<file path="src/rtl/rbm_gibbs_sequencer.sv">
// Gibbs-chain controller that time-shares one RBM layer engine for CD-k training.
// Optional per-pass watchdog enabled by defining GIBBS_WATCHDOG_EN.
module rbm_gibbs_sequencer #(
    parameter int unsigned VIS_DIM = 15,
    parameter int unsigned HID_DIM = 5,
    parameter int unsigned MAX_DIM = 15,
    parameter int unsigned STEP_W  = 8,
    parameter int unsigned TIMEOUT = 1023
) (
    input  logic               clock,
    input  logic               reset,
    input  logic               start,
    input  logic [STEP_W-1:0]  num_steps,
    input  logic               abort,
    input  logic [VIS_DIM-1:0] vis_in,
    output logic               eng_reset,
    output logic               eng_dir,
    output logic               eng_valid,
    output logic [MAX_DIM-1:0] eng_in,
    input  logic               eng_finish,
    input  logic [MAX_DIM-1:0] eng_result,
    output logic [HID_DIM-1:0] h0_out,
    output logic [VIS_DIM-1:0] vk_out,
    output logic [HID_DIM-1:0] hk_out,
    output logic [STEP_W-1:0]  step_count,
    output logic               busy,
    output logic               done,
    output logic               err
);

    localparam int unsigned USED_DIM = (VIS_DIM > HID_DIM) ? VIS_DIM : HID_DIM;

    typedef enum logic [2:0] {
        StIdle,
        StClrVh,
        StRunVh,
        StClrHv,
        StRunHv,
        StFin
    } state_e;

    state_e               state_q, state_d;
    logic [VIS_DIM-1:0]   v_q, v_d;
    logic [HID_DIM-1:0]   h_q, h_d;
    logic [STEP_W-1:0]    k_q, k_d;
    logic [STEP_W-1:0]    step_q, step_d;
    logic [HID_DIM-1:0]   h0_q, h0_d;
    logic [VIS_DIM-1:0]   vk_q, vk_d;
    logic [HID_DIM-1:0]   hk_q, hk_d;
    logic                 last_vh_q, last_vh_d;
    logic                 err_q, err_d;
    logic                 timeout_hit;

`ifdef GIBBS_WATCHDOG_EN
    localparam int unsigned WD_W = $clog2(TIMEOUT + 1);

    logic [WD_W-1:0] wd_q, wd_d;

    assign timeout_hit = (wd_q == WD_W'(TIMEOUT - 1));

    always_comb begin
        wd_d = wd_q;
        if (state_q == StClrVh || state_q == StClrHv) begin
            wd_d = '0;
        end else if (state_q == StRunVh || state_q == StRunHv) begin
            wd_d = wd_q + WD_W'(1);
        end
    end

    always_ff @(posedge clock or posedge reset) begin
        if (reset) begin
            wd_q <= '0;
        end else begin
            wd_q <= wd_d;
        end
    end

    assign err = err_q;
`else
    logic unused_timeout;

    assign unused_timeout = ^TIMEOUT;
    assign timeout_hit    = 1'b0;
    assign err            = 1'b0;
`endif

    // Result bits above both dimensions never carry a sample.
    if (MAX_DIM > USED_DIM) begin : g_unused_result
        logic unused_result;
        assign unused_result = ^eng_result[MAX_DIM-1:USED_DIM];
    end

    always_comb begin
        state_d   = state_q;
        v_d       = v_q;
        h_d       = h_q;
        k_d       = k_q;
        step_d    = step_q;
        h0_d      = h0_q;
        vk_d      = vk_q;
        hk_d      = hk_q;
        last_vh_d = last_vh_q;
        err_d     = err_q;
        eng_reset = 1'b0;
        eng_dir   = 1'b0;
        eng_valid = 1'b0;
        eng_in    = '0;
        busy      = 1'b0;
        done      = 1'b0;

        unique case (state_q)
            StIdle: begin
                if (start) begin
                    v_d       = vis_in;
                    k_d       = num_steps;
                    step_d    = '0;
                    last_vh_d = 1'b0;
                    err_d     = 1'b0;
                    if (num_steps == '0) begin
                        vk_d    = vis_in;
                        h0_d    = '0;
                        hk_d    = '0;
                        state_d = StFin;
                    end else begin
                        state_d = StClrVh;
                    end
                end
            end
            StClrVh: begin
                busy      = 1'b1;
                eng_reset = 1'b1;
                eng_in    = MAX_DIM'(v_q);
                state_d   = StRunVh;
            end
            StRunVh: begin
                busy      = 1'b1;
                eng_valid = 1'b1;
                eng_in    = MAX_DIM'(v_q);
                if (eng_finish) begin
                    h_d = eng_result[HID_DIM-1:0];
                    if (step_q == '0) begin
                        h0_d = eng_result[HID_DIM-1:0];
                    end
                    if (last_vh_q) begin
                        hk_d    = eng_result[HID_DIM-1:0];
                        vk_d    = v_q;
                        state_d = StFin;
                    end else begin
                        state_d = StClrHv;
                    end
                end else if (timeout_hit) begin
                    err_d   = 1'b1;
                    state_d = StIdle;
                end
            end
            StClrHv: begin
                busy      = 1'b1;
                eng_reset = 1'b1;
                eng_dir   = 1'b1;
                eng_in    = MAX_DIM'(h_q);
                state_d   = StRunHv;
            end
            StRunHv: begin
                busy      = 1'b1;
                eng_dir   = 1'b1;
                eng_valid = 1'b1;
                eng_in    = MAX_DIM'(h_q);
                if (eng_finish) begin
                    v_d = eng_result[VIS_DIM-1:0];
                    if (step_q != '1) begin
                        step_d = step_q + STEP_W'(1);
                    end
                    if (({1'b0, step_q} + (STEP_W + 1)'(1)) == {1'b0, k_q}) begin
                        last_vh_d = 1'b1;
                    end
                    state_d = StClrVh;
                end else if (timeout_hit) begin
                    err_d   = 1'b1;
                    state_d = StIdle;
                end
            end
            StFin: begin
                done    = 1'b1;
                state_d = StIdle;
            end
            default: state_d = StIdle;
        endcase

        // Abort beats any same-cycle capture: every register holds.
        if (abort && state_q != StIdle) begin
            state_d   = StIdle;
            v_d       = v_q;
            h_d       = h_q;
            k_d       = k_q;
            step_d    = step_q;
            h0_d      = h0_q;
            vk_d      = vk_q;
            hk_d      = hk_q;
            last_vh_d = last_vh_q;
            err_d     = err_q;
            done      = 1'b0;
        end
    end

    always_ff @(posedge clock or posedge reset) begin
        if (reset) begin
            state_q   <= StIdle;
            v_q       <= '0;
            h_q       <= '0;
            k_q       <= '0;
            step_q    <= '0;
            h0_q      <= '0;
            vk_q      <= '0;
            hk_q      <= '0;
            last_vh_q <= 1'b0;
            err_q     <= 1'b0;
        end else begin
            state_q   <= state_d;
            v_q       <= v_d;
            h_q       <= h_d;
            k_q       <= k_d;
            step_q    <= step_d;
            h0_q      <= h0_d;
            vk_q      <= vk_d;
            hk_q      <= hk_d;
            last_vh_q <= last_vh_d;
            err_q     <= err_d;
        end
    end

    assign h0_out     = h0_q;
    assign vk_out     = vk_q;
    assign hk_out     = hk_q;
    assign step_count = step_q;

endmodule

</file>
<file path="config.mk">
export PLATFORM = sky130hd
export DESIGN_NAME = rbm_gibbs_sequencer
export DESIGN_NICKNAME = d
export VERILOG_FILES = /design/src/rtl/rbm_gibbs_sequencer.sv
export SDC_FILE = /design/constraint.sdc
export NUM_CORES = 1
export LEC_CHECK = 0
export CAP_MARGIN = 20
export CORE_MARGIN = 2
export CORE_UTILIZATION = 45
export CTS_CLUSTER_DIAMETER = 200
export DETAILED_ROUTE_END_ITERATION = 8
export HOLD_SLACK_MARGIN = 0.06
export PLACE_DENSITY = 0.79
export RECOVER_POWER = 50
export SKIP_LAST_GASP = 1
export SYNTH_ARGS = -nofsm -noshare
export SYNTH_HDL_FRONTEND = slang
export SYNTH_SLANG_ARGS = --single-unit
</file>
<file path="constraint.sdc">
create_clock -name clock -period 5.1 [get_ports clock]
set_input_delay 0.51 -clock clock [delete_from_list [all_inputs] [get_ports clock]]
set_output_delay 0.51 -clock clock [all_outputs]
set_load 0.02 [all_outputs]
</file>
==> results of run 1 <==
[state kept, by name, indices dropped and copies added, names as in the netlist]
register / count
state_q: 3
h0_out: 5
h_q: 5
step_count: 8
last_vh_q: 1
v_q: 15
vk_out: 15
k_q: 8
hk_out: 5
[worst reg2reg max path, delay by kind of cell, from the launching register on]
| family | cells | cell delay, ns |
|---|---|---|
| AO/OA/AOI/OAI | 1 | 0.11 |
| buffers and inverters | 1 | 0.49 |
| flip-flops | 1 | 0.54 |
| multiplexers | 1 | 0.37 |
| AND/OR/NAND/NOR | 3 | 0.98 |
[power breakdown]
| part | leakage [nW] | switching [mW] | total [mW] | internal, mW |
|---|---|---|---|---|
| clock | 0.0912 | 0.206 | 0.430 | 0.224 |
| sequential | 0.809 | 0.129 | 0.818 | 0.689 |
| combinational | 1.05 | 0.437 | 0.872 | 0.436 |
| total | 1.95 | 0.771 | 2.12 | 1.35 |
[cell families after synthesis]
kind of cell               count (synthesis)  share of synthesized area [%]
and+or+nand+nor                          132                           19.2
AOI/OAI and AO/OA                         78                           15.0
DFF                                       65                           47.3
muxes                                     38                           11.9
buffers and inverters                     26                           3.68
xor gates and xnor gates                   8                           2.04
adders and majority gates                  2                          0.728
other                                      1                          0.109
[routing by layer]
layer | share of wire [%] | up-vias
li1 | - | 1424
met1 | 47 | 1412
met2 | 47 | 101
met3 | 4.9 | 10
met4 | 1.5 | 0
met5 | 0 | -
[metrics by stage]
step	hold WS [ns]	setup WS [ns]	instance area, sq um
after floorplan	0.480	2.95	3440
after global placement	0.466	2.05	4450
after detailed placement	0.475	1.96	4450
after CTS	0.492	1.58	4650
after global routing	0.513	1.69	4640
final	0.482	1.83	4640
[cells in the final DEF (no fill, tap or decap), types with 4 or more instances in the layout]
master	n
clkdlybuf4s50_1	76
dfrtp_1	65
nand2_1	53
nor2_1	26
mux2_2	23
o21ai_1	19
dlygate4sd3_1	19
a31oi_1	17
mux2i_1	15
and2_1	11
clkbuf_8	9
nor2b_1	8
a21oi_1	8
and3_1	7
inv_1	6
o21ai_0	6
nand2b_1	5
o31ai_1	5
a22o_1	5
xnor2_1	5
buf_4	5
nand3_1	4
[final cells by class]
cell class / instances / area [sq um]
Clock buffer: 9 / 124
Tap cell: 99 / 124
Fill cell: 622 / 2690
Inverter: 8 / 30.0
Clock inverter: 7 / 71.3
Multi-Input combinational cell: 259 / 1680
Sequential cell: 65 / 1630
Timing Repair Buffer: 101 / 992
[worst max-delay path by stage]
stage	startpoint	to	slack, ns	depth (start not counted)
final	state_q[2]	eng_in[2]	1.83	4
after global routing	state_q[2]	eng_in[2]	1.69	4
after CTS	state_q[1]	eng_in[11]	1.58	5
after detailed placement	state_q[1]	eng_in[11]	1.96	5
after global placement	state_q[1]	eng_in[1]	2.05	5
after floorplan	state_q[2]	eng_in[0]	2.95	4
==> insert_results.sql, run 1 <==
INSERT INTO impl_metrics (metric_group, metric, value, unit) VALUES
('cts', 'clock-sinks', '65', ''),
('timing', 'timing.final.max_slew_violations', '0', ''),
('worst_setup_path', 'r2r-start', 'state_q[2]', ''),
('die', 'num_rows', '31', ''),
('yosys', 'synth_seq_area_share', '47.3', '%'),
('yosys', 'post-synth-top-count-cell', 'dfrtp_1', ''),
('pwr', 'tot_pwr', '2.12', 'mW'),
('drt', 'initialDrtViolationCount', '220', ''),
('worst_setup_path', 'crit_fanout', '17', ''),
('yosys', 'synth_cell_type_count', '53', ''),
('drt', 'remaining_drc_errors', '0', ''),
('worst_setup_path', 'crit_path_max_incr_delay', '0.70', 'ns'),
('drt', 'route.final.wire_length', '8.50', 'mm'),
('yosys', 'synthesis.nets', '395', ''),
('worst_setup_path', 'reg2reg_to', 'h0_out[1]', ''),
('yosys', 'synth_area_per_cell', '9.82', 'sq um'),
('placement', 'place.gp.congestion', '0.885', ''),
('worst_setup_path', 'crit_buf_inv', '1', ''),
('worst_setup_path', 'setup.worst_path.class', 'reg2out', ''),
('yosys', 'async_flop_share', '100', '%'),
('yosys', 'synth_area_leader_cell', 'dfrtp_1', ''),
('cells_and_area', 'fin_cells', '548', ''),
('timing', 'finalSetupViolCount', '0', ''),
('cells_and_area', 'synthToLayoutAreaGrowth', '35.2', '%'),
('global_routing', 'global_route.usage.met3', '3.65', '%'),
('timing', 'setup_repair_after_global_routing_missed_its_margin', 'no', ''),
('drt', 'first_pass_iters', '4', ''),
('cells_and_area', 'antenna_cells_inserted', '0', ''),
('global_routing', 'grt-ovfl-total', '0', ''),
('global_routing', 'grt.met2_usage', '33.8', '%'),
('yosys', 'top_area_cells_in_the_synthesized_netlist', 'dfrtp_1 47%, mux2_2 7.5%, nand2_1 5.8%', ''),
('global_routing', 'maximum_number_of_pins_on_one_net_before_global_route_repair', '66', ''),
('timing', 'timing_worst_slew_pin_value', '0.964', 'ns'),
('timing', 'finalHoldViolations', '0', ''),
('global_routing', 'track_usage', '21.2', '%'),
('global_routing', 'grt_pass1_wl', '14.0', 'mm'),
('die', 'core_area', '0.00733', 'sq mm'),
('worst_setup_path', 'worst_setup_slack_for_register_to_register_paths', '2.50', 'ns'),
('run_status', 'run_status', 'finished clean', ''),
('global_routing', 'globalRoute.busiestLayer', 'met2', ''),
('die', 'die_area', '0.00835', 'sq mm'),
('cells_and_area', 'final_core_utilization', '63.4', '%'),
('worst_setup_path', 'crit_slowest_cell', 'nor3b_4', ''),
('drt', 'antenna_violating_nets_post_route', '0', ''),
('cts', 'tritoncts', 'built', ''),
('pwr', 'p_leak', '1.95', 'nW'),
('yosys', 'synth_ff_type', 'dfrtp_1', ''),
('placement', 'place_inst', '531', ''),
('pwr', 'power_density', '457', 'mW/mm^2'),
('cts', 'cts_repair_resizes', '0', ''),
('die', 'die_h', '91.4', 'microns'),
('pwr', 'vdd_ir_drop_max', '0.260', 'mV'),
('cts', 'cts_hold_buffers', '0', ''),
('yosys', 'syn-cell-area', '0.00344', 'sq mm'),
('yosys', 'post_synth_inst_count', '350', ''),
('drt', 'via_count', '2947', ''),
('worst_setup_path', 'worst_ep_arrival_time', '2.76', 'ns'),
('cts', 'ctsRootBufferMaster', 'clkbuf_8', ''),
('cts', 'clock_latency', '0.34', 'ns'),
('timing', 'final_min_period_over_clock_period', '64.1', '%'),
('yosys', 'post-synth-top-area-fraction', '47.3', '%'),
('cells_and_area', 'drive_above_1_share', '12.5', '%'),
('drt', 'routedWlPerCell', '15.5', 'microns'),
('hold_path', 'holdCritPathClass', 'reg2reg', ''),
('cts', 'cts.repair_timing.setup_buffer_count', '0', ''),
('worst_setup_path', 'critPathRequiredTime', '4.59', 'ns'),
('worst_setup_path', 'critical_path_cell_by_cell', 'nor3b_4, a21o_1, a22o_1, clkdlybuf4s50_1', ''),
('yosys', 'synth.cells.most_frequent', '65 x dfrtp_1, 53 x nand2_1, 26 x nor2_1', ''),
('global_routing', 'initial_antenna_violation_count', '0', ''),
('hold_path', 'timing.hold.worst_endpoint', 'vk_out[13]', ''),
('worst_setup_path', 'worst_path_dominant_cell_family', 'simple AND/OR/NAND/NOR gates', '');
No activity file was read; power rests on OpenSTA's default activity.
==> inputs of run 2 (changes only) <==
==> constraint.sdc (replaced) <==
create_clock -name clock -period 3.2 [get_ports clock]
set_input_delay 0.32 -clock clock [delete_from_list [all_inputs] [get_ports clock]]
set_output_delay 0.32 -clock clock [all_outputs]
set_load 0.02 [all_outputs]
==> run 2 against run 1 <==
The flow now finishes with violations (max-capacitance violations, max-slew violations); die area unchanged; cell area increased by 0.67%; worst setup slack worse by 1.4 ns; first-iteration DRC count down 46%; via count is 0.37% higher; power grew 60%; sequential cell count did not move; global-route usage grew 0.18 points; critical path type unchanged; largest cell class unchanged.
==> insert_results.sql, run 2 (synthesis results as in run 1) <==
INSERT INTO impl_metrics (metric_group, metric, value, unit) VALUES
('global_routing', 'initial_antenna_violation_count', '0', ''),
('cts', 'cts_hold_buffers', '0', ''),
('cells_and_area', 'antenna_cells_inserted', '0', ''),
('worst_setup_path', 'crit_fanout', '16', ''),
('timing', 'timing.fmax', '357', 'MHz'),
('pwr', 'power_density', '728', 'mW/mm^2'),
('pwr', 'int_power', '2.15', 'mW'),
('pwr', 'vdd_ir_drop_max', '0.424', 'mV'),
('global_routing', 'vias_in_the_first_global_route', '2848', ''),
('worst_setup_path', 'setup.worst_path.class', 'reg2out', ''),
('drt', 'first_pass_iters', '5', ''),
('drt', 'routedWlPerCell', '15.6', 'microns'),
('global_routing', 'grt_pass1_wl', '14.2', 'mm'),
('timing', 'final_min_period_over_clock_period', '87.6', '%'),
('cts', 'clock_latency', '0.34', 'ns'),
('die', 'die_area', '0.00835', 'sq mm'),
('timing', 'timing_worst_slew_pin_value', '2.25', 'ns'),
('global_routing', 'grt-ovfl-total', '0', ''),
('die', 'num_rows', '31', ''),
('drt', 'antenna_violating_nets_post_route', '0', ''),
('worst_setup_path', 'worst_setup_slack_for_register_to_register_paths', '0.84', 'ns'),
('run_status', 'failed_checks', 'max-capacitance violations, max-slew violations', ''),
('pwr', 'tot_pwr', '3.40', 'mW'),
('hold_path', 'holdCritPathClass', 'reg2reg', ''),
('worst_setup_path', 'worst_setup_path_end_kind', 'output port', ''),
('cts', 'cts_htree_levels', '3', ''),
('timing', 'finalSetupViolCount', '0', ''),
('cts', 'cts.reportedPaths.clkPinSlew', '0.07', 'ns'),
('cts', 'ctsRootBufferMaster', 'clkbuf_8', ''),
('placement', 'place.gp.congestion', '0.860', ''),
('drt', 'post_drt_via_cell_ratio', '5.37', ''),
('global_routing', 'track_usage', '21.3', '%'),
('worst_setup_path', 'critPathLaunchType', 'flip-flop', ''),
('timing', 'setup_repair_after_global_routing_missed_its_margin', 'no', ''),
('die', 'io_pins', '97', ''),
('cells_and_area', 'synthToLayoutAreaGrowth', '36.1', '%'),
('cts', 'tritoncts', 'built', ''),
('cells_and_area', 'most_common_library_cell_in_the_layout_ignoring_fill_and_taps', 'clkdlybuf4s50_1', ''),
('placement', 'post-dp-hpwl', '6.34', 'mm'),
('worst_setup_path', 'worst_ep_arrival_time', '2.48', 'ns'),
('timing', 'finalWorstPathRequiredPeriod', '2.80', 'ns'),
('drt', 'initialDrtViolationCount', '118', ''),
('cts', 'maximum_buffer_depth_of_the_clock_tree', '2', ''),
('timing', 'finalHoldViolations', '0', ''),
('die', 'initial_core_utilization', '46.9', '%'),
('timing', 'timing.final.max_slew_violations', '43', ''),
('cts', 'cts_inserted_buffers', '9', ''),
('cells_and_area', 'drive_above_1_share', '13.1', '%'),
('die', 'core_area', '0.00733', 'sq mm'),
('pwr', 'p_leak', '1.99', 'nW'),
('cells_and_area', 'num-nets-final', '492', ''),
('cts', 'clock-sinks', '65', ''),
('pwr', 'combinationalPowerShare', '40.8', '%'),
('drt', 'remaining_drc_errors', '0', ''),
('timing', 'finalSetupTns', '0', 'ns'),
('hold_path', 'hold_path_startpoint', 'vk_out[13]', ''),
('pwr', 'p_sw', '1.26', 'mW'),
('cts', 'cts.repair_timing.setup_buffer_count', '0', ''),
('timing', 'finClkSkew', '0.0132', 'ns'),
('flow_run', 'timing.max_cap.violations', '1', ''),
('cells_and_area', 'commonest_non_fill_non_tap_cells_in_the_layout', '70 x clkdlybuf4s50_1, 65 x dfrtp_1, 53 x nand2_1', ''),
('global_routing', 'maximum_number_of_pins_on_one_net_before_global_route_repair', '43', ''),
('die', 'die_boundary_width', '91.4', 'microns'),
('drt', 'route.final.wire_length', '8.59', 'mm'),
('placement', 'place_inst', '535', ''),
('worst_setup_path', 'r2r-start', 'step_count[0]', ''),
('run_status', 'run_status', 'complete, but fails checks', ''),
('cts', 'cts_repair_resizes', '0', ''),
('drt', 'via_count', '2958', ''),
('pwr', 'share_clk_of_total_power', '20.7', '%'),
('worst_setup_path', 'start_point_of_the_critical_path', 'state_q[1]', ''),
('timing', 'maxSlewHeadroom', '-49.9', '%'),
('worst_setup_path', 'critPathRequiredTime', '2.88', 'ns'),
('die', 'die_h', '91.4', 'microns'),
('pwr', 'relative_contribution_of_sequential_cells_to_total_power', '38.5', '%'),
('placement', 'io_buffer_count', '95', ''),
('cells_and_area', 'fin_cells', '551', ''),
('pwr', 'power_switching_share', '36.9', '%');
## run 2: cell types whose count changed in the layout (fill, tap and decap cells not counted), sizes merged
cell | previous run | this run
clkinvlp | 3 | 1
dlygate4sd3 | 19 | 25
inv | 7 | 9
buf | 5 | 7
clkdlybuf4s50 | 76 | 70
clkbuf | 10 | 11
## run 2: path summary, 6_finish.rpt
check                           endpoint  cells after the start
setup / recovery                    busy                      6
hold / removal                vk_out[13]                      2
setup reg to reg           step_count[3]                      6
hold reg to reg               vk_out[13]                      2
max in group asynchronous     state_q[2]                      3
min in group asynchronous         v_q[6]                      3
## run 2: worst max-delay path: stages, from the launching register on
cell             delay, ns
dfrtp_1               0.67
inv_2                 0.15
nand2_1               0.16
a21oi_1               0.08
buf_4                 0.22
or2_2                 0.29
clkdlybuf4s50_1       0.57
## run 2: through the flow
step	utilization, %	hold WS (ns)	worst slack [ns]	area, sq um
after floorplan	-	0.387	1.24	3440
after global placement	61.1	0.467	0.871	4480
after detailed placement	61.1	0.480	0.782	4480
after CTS	63.9	0.347	0.403	4680
after global routing	63.8	0.510	0.173	4680
final	63.8	0.487	0.395	4680
## run 2: cell type report
cell class / count / area (sq um)
timing repair buffer: 104 / 1010
multi-input combinational: 259 / 1680
fill: 589 / 2660
tap: 99 / 124
inverter: 8 / 30.0
sequential: 65 / 1630
clock inverter: 7 / 77.6
clock buffer: 9 / 124
## run 2: metal layers
metal	wire length [microns]	up-vias	GRT usage, %
li1	-	1424	-
met1	3780	1417	29.1
met2	4080	106	33.8
met3	590	11	5.06
met4	136	0	6.44
met5	0	-	0
## run 2: power by group through the flow
| stage | registers [mW] | logic, mW | clock network (mW) |
|---|---|---|---|
| finish | 1.31 | 1.39 | 0.705 |
| global route | 1.34 | 1.49 | 0.754 |
| CTS | 1.31 | 1.44 | 0.718 |
| detailed placement | 1.33 | 1.44 | 0 |
| global placement | 1.32 | 1.40 | 0 |
| floorplan | 1.40 | 0.714 | 0 |
